**config.mk**
```make
export PLATFORM = sky130hd
export DESIGN_NAME = ppm_encoder_flat
export DESIGN_NICKNAME = d
export VERILOG_FILES = /design/src/rtl/ppm_encoder_if.sv /design/src/rtl/ppm_encoder.sv /design/src/flat_wrapper.sv
export SDC_FILE = /design/constraint.sdc
export NUM_CORES = 1
export LEC_CHECK = 0
export CORE_MARGIN = 1
export CORE_UTILIZATION = 35
export CTS_BUF_LIST = sky130_fd_sc_hd__clkbuf_16
export DETAILED_ROUTE_END_ITERATION = 16
export PLACE_DENSITY_LB_ADDON = 0.3
export SYNTH_ARGS = -nofsm -noshare
export SYNTH_HDL_FRONTEND = slang
export SYNTH_SLANG_ARGS = --single-unit
```
**constraint.sdc**
```tcl
create_clock -name clk16 -period 3.2 [get_ports clk16]
set_input_delay 0.64 -clock clk16 [delete_from_list [all_inputs] [get_ports clk16]]
set_output_delay 0.64 -clock clk16 [all_outputs]
set_load 0.02 [all_outputs]
```
**src/rtl/ppm_encoder_if.sv**
```systemverilog
// Byte-stream handshake between the frame buffer (master) and the PPM encoder (slave).
interface ppm_encoder_if;
  logic [7:0] tx_data;
  logic       tx_valid;
  logic       tx_last;
  logic       tx_ready;

  modport master (output tx_data, output tx_valid, output tx_last, input tx_ready);
  modport slave  (input tx_data, input tx_valid, input tx_last, output tx_ready);
endinterface

```
**src/rtl/ppm_encoder.sv**
```systemverilog
// 1-out-of-4 PPM transmitter on the 16x clock: SOF symbol, four dibit symbols per byte
// (LSB dibit first), EOF symbol. Line idles high, pulses are active-low.
module ppm_encoder #(
  parameter int SLOT_CYC  = 16,
  parameter int PULSE_CYC = 4,
  parameter int EOF_LOW   = 7,
  parameter int SOF_LOW   = 12
) (
  input  logic          clk16,
  input  logic          rst_n,
  ppm_encoder_if.slave  tx,
  output logic          Dout,
  output logic          busy,
  output logic          frame_done,
  output logic          underrun
);

  localparam int SYM = 4 * SLOT_CYC;
  localparam int CW  = $clog2(SYM);
  localparam logic [CW-1:0] CYC_LAST = CW'(SYM - 1);

  typedef enum logic [1:0] {IDLE, SOF, DATA, EOF} state_t;

  state_t        state, state_n;
  logic [CW-1:0] cyc_cnt, cyc_n;
  logic [1:0]    sym_cnt, sym_n;
  logic [7:0]    byte_q, byte_n;
  logic          last_q, last_n;
  logic          dout_q;
  logic          sym_end, boundary, accept;
  logic [7:0]    byte_sh;

  // Line level for a given position; data symbols are low only inside their pulse slot.
  function automatic logic line_level(state_t st, logic [CW-1:0] cyc, logic [1:0] d);
    int c;
    int lo;
    c  = int'(cyc);
    lo = int'(d) * SLOT_CYC;
    case (st)
      SOF:     line_level = !(c < SOF_LOW);
      DATA:    line_level = !((c >= lo) && (c < lo + PULSE_CYC));
      EOF:     line_level = !(c < EOF_LOW);
      default: line_level = 1'b1;
    endcase
  endfunction

  assign sym_end     = (cyc_cnt == CYC_LAST);
  assign boundary    = (state == DATA) && sym_end && (sym_cnt == 2'd3);
  assign tx.tx_ready = rst_n & ((state == IDLE) | (boundary & ~last_q));
  assign accept      = tx.tx_valid & tx.tx_ready;

  assign Dout       = dout_q;
  assign busy       = (state != IDLE);
  assign frame_done = rst_n & (state == EOF) & sym_end;
  assign underrun   = rst_n & boundary & ~last_q & ~tx.tx_valid;

  always_comb begin
    state_n = state;
    cyc_n   = cyc_cnt + 1'b1;
    sym_n   = sym_cnt;
    byte_n  = byte_q;
    last_n  = last_q;
    case (state)
      IDLE: begin
        cyc_n = '0;
        if (accept) begin
          state_n = SOF;
          byte_n  = tx.tx_data;
          last_n  = tx.tx_last;
        end
      end
      SOF: begin
        if (sym_end) begin
          state_n = DATA;
          cyc_n   = '0;
          sym_n   = 2'd0;
        end
      end
      DATA: begin
        if (sym_end) begin
          cyc_n = '0;
          sym_n = sym_cnt + 2'd1;
          // A byte accepted at the boundary continues with no idle gap.
          if (sym_cnt == 2'd3) begin
            if (accept) begin
              byte_n = tx.tx_data;
              last_n = tx.tx_last;
            end else begin
              state_n = EOF;
            end
          end
        end
      end
      EOF: begin
        if (sym_end) begin
          state_n = IDLE;
          cyc_n   = '0;
        end
      end
      default: state_n = IDLE;
    endcase
  end

  assign byte_sh = byte_n >> {sym_n, 1'b0};

  // Control state and the registered line output.
  always_ff @(posedge clk16) begin
    if (!rst_n) begin
      state   <= IDLE;
      cyc_cnt <= '0;
      sym_cnt <= '0;
      dout_q  <= 1'b1;
    end else begin
      state   <= state_n;
      cyc_cnt <= cyc_n;
      sym_cnt <= sym_n;
      dout_q  <= line_level(state_n, cyc_n, byte_sh[1:0]);
    end
  end

  always_ff @(posedge clk16) begin
    byte_q <= byte_n;
    last_q <= last_n;
  end

endmodule
```
**src/flat_wrapper.sv**
```systemverilog
// flat-port wrapper written by rule: the top's interface ports become plain ports
module ppm_encoder_flat 
#(
  parameter int SLOT_CYC  = 16,
  parameter int PULSE_CYC = 4,
  parameter int EOF_LOW   = 7,
  parameter int SOF_LOW   = 12
)
  (clk16, rst_n, Dout, busy, frame_done, underrun, tx_tx_data, tx_tx_valid, tx_tx_last, tx_tx_ready);
  ppm_encoder_if tx_i ();
  input  logic clk16;
  input  logic rst_n;
  output logic Dout;
  output logic busy;
  output logic frame_done;
  output logic underrun;
  input wire logic [$bits(tx_i.tx_data)-1:0] tx_tx_data;
  input wire logic [$bits(tx_i.tx_valid)-1:0] tx_tx_valid;
  input wire logic [$bits(tx_i.tx_last)-1:0] tx_tx_last;
  output wire logic [$bits(tx_i.tx_ready)-1:0] tx_tx_ready;
  assign tx_i.tx_data = tx_tx_data;
  assign tx_i.tx_valid = tx_tx_valid;
  assign tx_i.tx_last = tx_tx_last;
  assign tx_tx_ready = tx_i.tx_ready;
  ppm_encoder #(.SLOT_CYC(SLOT_CYC), .PULSE_CYC(PULSE_CYC), .EOF_LOW(EOF_LOW), .SOF_LOW(SOF_LOW)) u_core (.clk16(clk16), .rst_n(rst_n), .tx(tx_i), .Dout(Dout), .busy(busy), .frame_done(frame_done), .underrun(underrun));
endmodule
```
# Word level (Yosys, flattened, before mapping)
# Index checks and enable logic that the tools add are counted.
op_classes:
  bitwise_logic: 11
  addsub: 3
  n_eq_ne: 10
  n_reduce_logical: 11
  shift: 1
  n_lt_le_gt_ge: 4
  n_mux: 21
ops:
  columns: ["operator", "n"]
  rows:
  - ["7-bit by 32-bit less-than comparator with 1-bit output", 1]
  - ["8-bit 2-to-1 mux", 3]
  - ["2-bit 2-to-1 mux", 8]
  - ["8-bit one-hot mux with 2 select lines", 1]
  - ["6-bit one-hot mux with 2 select lines", 1]
  - ["2-bit equality test, second input constant", 5]
  - ["1-bit bitwise AND", 8]
  - ["2-bit one-hot mux with 4 select lines", 1]
  - ["8-bit by 3-bit >> shifter with 2-bit output", 1]
  - ["6-bit by 3-bit adder with 7-bit output, second input constant", 1]
  - ["6-bit by 1-bit adder with 6-bit output, second input constant", 1]
  - ["6-bit equality test, second input constant", 1]
  - ["6-bit greater-or-equal comparator", 1]
  - ["6-bit by 3-bit less-than comparator with 1-bit output, second input constant", 1]
  - ["6-bit by 4-bit less-than comparator with 1-bit output, second input constant", 1]
  - ["6-bit 2-to-1 mux", 1]
  - ["2-bit by 1-bit equality test with 1-bit output, second input constant", 2]
  - ["2-bit one-hot mux with 2 select lines", 1]
  - ["2-bit nonzero test", 2]
  - ["1-bit logical AND", 3]
  - ["1-bit zero test", 3]
  - ["1-bit 2-to-1 mux", 3]
  - ["1-bit one-hot mux with 3 select lines", 1]
  - ["3-bit AND reduction", 1]
  - ["other kinds (8)", 9]
totals:
  elab_cells: 67
  out_inout_bits: 5
  in_bits: 12
  register_bits: 20

# Logic depth before layout (Yosys ltp)
depth:
  depth_word: 17
  depth_mapped: 16
  depth_no_buf: 15

# Least setup slack after synthesis
# Ideal clock, no wire load.
synth_path:
  path_kind: "reg-to-reg"
  startpoint: "reg u_core.cyc_cnt[1]"
  endpoint: "reg u_core.dout_q, in the netlist u_core.Dout"
  stages_incl_launch_ff: 17
  period_less_slack_ns: 3.023
  path_buffers: 1
  setup_slack_ns: 0.177
  setup_time_ns: 0.134
  t_required_ns: 3.066
  arrival_time_ns: 2.889
  cell_sequence: "dfxtp_1 ha_1 buf_4 nand3_4 nor2_4 inv_1 ha_1 inv_1 a22oi_1 a21oi_2 mux2i_1 mux2i_1 ha_1 nand2b_1 nand3_1 a311oi_1 a22oi_1"
synth_via:
  elab_chain_len: 17
  elab_cells_between_ends: 38
  classes_between: "add/sub (2); order compare (4); eq/ne (4); shift (1); mux (17); bitwise (4); reduce/logical (6)"
synth_lines:
  columns: ["item", "line", "text"]
  rows:
  - ["from (decl)", "ppm_encoder.sv:25", "logic [CW-1:0] cyc_cnt, cyc_n;"]
  - ["from (signal assigned)", "ppm_encoder.sv:115", "cyc_cnt <= cyc_n;"]
  - ["6-bit equality test", "ppm_encoder.sv:47", "assign sym_end = (cyc_cnt == CYC_LAST);"]
  - ["1-bit logical AND (2 in a row)", "ppm_encoder.sv:48", "assign boundary = (state == DATA) && sym_end && (sym_cnt == 2'd3);"]
  - ["1-bit bitwise AND", "ppm_encoder.sv:49", "assign tx.tx_ready = rst_n & ((state == IDLE) | (boundary & ~last_q));"]
  - ["1-bit bitwise OR", "ppm_encoder.sv:49", null]
  - ["1-bit bitwise AND", "ppm_encoder.sv:49", null]
  - ["1-bit bitwise AND", "ppm_encoder.sv:50", "assign accept = tx.tx_valid & tx.tx_ready;"]
  - ["8-bit 2-to-1 mux", "ppm_encoder.sv:66, ppm_encoder.sv:85", null]
  - ["8-bit 2-to-1 mux", "ppm_encoder.sv:84", "if (sym_cnt == 2'd3) begin"]
  - ["8-bit 2-to-1 mux", "ppm_encoder.sv:80", "if (sym_end) begin"]
  - ["8-bit one-hot mux with 2 select lines", "ppm_encoder.sv:63", "case (state)"]
  - ["8-bit by 3-bit >> shifter with 2-bit output", "ppm_encoder.sv:104", "assign byte_sh = byte_n >> {sym_n, 1'b0};"]
  - ["6-bit by 3-bit adder with 7-bit output", "ppm_encoder.sv:41", "DATA: line_level = !((c >= lo) && (c < lo + PULSE_CYC));"]
  - ["7-bit by 32-bit less-than comparator with 1-bit output", "ppm_encoder.sv:41", null]
  - ["1-bit logical AND", "ppm_encoder.sv:41", null]
  - ["1-bit zero test", "ppm_encoder.sv:41", null]
  - ["1-bit one-hot mux with 3 select lines *", "ppm_encoder.sv:39", "case (st)"]
  - ["to (signal assigned)", "ppm_encoder.sv:117", "dout_q <= line_level(state_n, cyc_n, byte_sh[1:0]);"]
  - ["to (decl)", "ppm_encoder.sv:29", "logic dout_q;"]
# Mark *: on every way between the ends. The rest lies on a longest branch, timed or not.
# A chain may end at the register's enable or synchronous reset.

# Worst setup path after layout
# Same ends and word-level chain as after synthesis.

==> reports/metrics.cfg <==
[timing]
tightest_slew_ps=481
finalMaxSlewViolations=0
hold_viol=0
slew_headroom=0.680
worst_slack_ps=181
max_freq_mhz=331
rsz0062_at_grt=false
finalSetupTns_ps=0
fin_skew_ps=2.11
period_share=0.943
finalSetupViolations=0
period_needed_ps=3020

[clocking]
post_cts_buffers=0
clkLatencyLatePin_ps=250
root_buffer=clkbuf_16
numCtsBuffers=3
cts_tree=yes
cts_resized=0
path_clk_slew_ps=60
clockBufferDepth=2
htree_levels=1
hold_buffers=0
cts_sinks=20

[cells_and_area]
area_growth_pct=29.1
stdcell_count=233
final_nets=209
n_antenna_cell=0
final_area_sq_um=1810
drive_gt1_frac=0.189

[critical_path]
setup.worst_path.end=u_core.Dout
cp-start-kind=flop
cp.arrival_ps=3150
crit_fanout=7
endpoint_kind=flop
r2r-end=u_core.Dout
path_class=flop to flop
crit_start=u_core.cyc_cnt[1]
r2r_slack_ps=180
reg2reg_from=u_core.cyc_cnt[1]
worstRegToRegCells=15
cp.required_ps=3330

[min_path]
min_path_type=flop to flop

[pwr]
ir_worst_vdd_v=0.000225
internal_power_w=0.000576
cellPowerDensity_nw_per_um2=444
seq_power_share=0.377
p_total_w=0.000805
clkPwrFrac=0.327
pwr-share-comb=0.296
switchingPower_w=0.000229
p_sw_frac=0.284
leakage_nw=0.761

[grt]
grt_overflow=0
antenna_found_initial=0
grt_pass1_wl_microns=5780
grt_max_degree=14
first_global_vias=1253
grt_use_total=0.178

[floorplan]
core_sq_um=3740
ioPinCount=17
std_cell_rows=22
die-area_sq_um=4270
chipHeight_microns=65.4
start_util=0.375
fp.dieW_microns=65.4

[route]
vias=1288
firstDrtPassIters=4
drt-initial-drc-count=70
routed_via_density=5.53
drt_wl_total_microns=3550
wire_per_inst_microns=15.2
drc=0
antenna_left=0

[status]
status=finished, final reports clean

[logic_synthesis]
synth_cell_types=47
synth.ff_latch_count=20
ys.flop_type=dfxtp_1
syn_avg_cell_area_sq_um=8.95
synth-edff-count=1
yosysSeqAreaShare=0.292
synthesis.nets=180
yosys-top-cells-area=dfxtp_1 27%, ha_1 9.8%, mux2i_1 4.3%
synth_top_area_share=0.271
synth_area_sq_um=1410
yosysTopAreaCell=dfxtp_1
syn-instance-count=157
yosysWarnings=0
synth-async-reset-ratio=0

[placed_design]
place_inst=229
gp_congestion=0.841
hpwl_microns=2670
io_buffers=16
pre_cts_slack_ps=-117
dpl_cell_area_sq_um=1700

[flow_run]
max_cap_violations=0

## critical path, stage by stage, from the launching register on
cell	delay, ps
dfxtp_2	390
ha_2	230
nand3_4	130
nor2_4	130
inv_1	60
ha_1	270
inv_1	40
a22oi_2	260
a21oi_4	120
buf_4	150
mux2i_1	120
mux2_2	270
ha_1	280
nand3_1	60
a311oi_1	270
a22oi_1	120
## state kept, by name (all words and copies together), names as in the netlist
signal / cells
u_core.sym_cnt: 2
u_core.last_q: 1
u_core.state: 2
u_core.Dout: 1
u_core.byte_q: 8
u_core.cyc_cnt: 6
## metal layers
layer / global-route usage / up-vias / wire [microns]
met5: 0 / - / 0
met4: 0.0652 / 0 / 35
met1: 0.232 / 621 / 1720
met2: 0.290 / 22 / 1690
li1: - / 641 / -
met3: 0.0330 / 4 / 93
## power groups by stage
stage | clock (W) | combinational [W] | sequential [W]
finish | 0.000263 | 0.000238 | 0.000304
floorplan | 0 | 0.000145 | 0.000304
global route | 0.000280 | 0.000258 | 0.000307
global placement | 0 | 0.000222 | 0.000306
detailed placement | 0 | 0.000228 | 0.000307
CTS | 0.000264 | 0.000230 | 0.000303
## logic make-up after synthesis
family / count (synthesis) / synth area share
and+or+nand+nor: 61 / 0.256
AOI/OAI and AO/OA: 39 / 0.227
DFF: 20 / 0.292
buffers and inverters: 15 / 0.0490
adders and majority gates: 11 / 0.0980
muxes: 8 / 0.0588
xor gates and xnor gates: 3 / 0.0187
## cells in the mapped netlist, types with 2 or more instances
master / count
o21bai_1: 2
dfxtp_1: 19
nand3_4: 2
clkbuf_1: 3
buf_4: 3
o22a_1: 2
mux2_2: 2
ha_1: 11
or4_1: 6
mux2i_1: 6
a22o_1: 6
nor3_1: 5
and3_1: 7
and2_1: 2
nand2_1: 9
nor2_1: 11
or3_1: 2
and3b_1: 2
o211ai_1: 2
o21ai_0: 4
nand2b_1: 3
o21a_1: 3
nand3_1: 6
a22oi_1: 3
a21boi_0: 2
xnor2_1: 2
inv_1: 8
a21oi_1: 4
nor4_1: 2
## cells in the final DEF (no fill, tap or decap), types with 4 or more instances in the layout
cell type	Yosys	final
inv_1	8	7
buf_4	3	15
a22o_1	6	6
nand2_1	9	8
mux2i_1	6	6
nor3_1	5	5
o21ai_0	4	4
dfxtp_1	19	18
and3_1	7	7
ha_1	11	8
or4_1	6	6
clkdlybuf4s50_1	0	16
nor2_1	11	11
nand3_1	6	6
a21oi_1	4	4
## stage by stage
stage	hold slack [ps]	utilization
floorplan	435	-
global route	503	0.485
CTS	480	0.475
finish	482	0.485
global placement	460	0.454
detailed placement	465	0.454
## layout make-up
cell class | count | area [sq um]
Timing Repair Buffer | 31 | 273
Multi-Input combinational cell | 122 | 961
Fill cell | 367 | 1930
Clock inverter | 1 | 3.75
Tap cell | 48 | 60.1
Inverter | 8 | 30.0
Clock buffer | 3 | 75.1
Sequential cell | 20 | 412
## worst min-delay path by stage
stage | start | end | slack, ps | cells after the start
floorplan | u_core.byte_q[6] | u_core.byte_q[6] | 440 | 1
global placement | u_core.byte_q[0] | u_core.byte_q[0] | 460 | 1
detailed placement | u_core.byte_q[0] | u_core.byte_q[0] | 460 | 1
CTS | u_core.byte_q[5] | u_core.byte_q[5] | 480 | 1
global route | u_core.byte_q[0] | u_core.byte_q[0] | 500 | 1
finish | u_core.byte_q[5] | u_core.byte_q[5] | 480 | 1
Note: power is estimated with default switching activity, not from simulation.
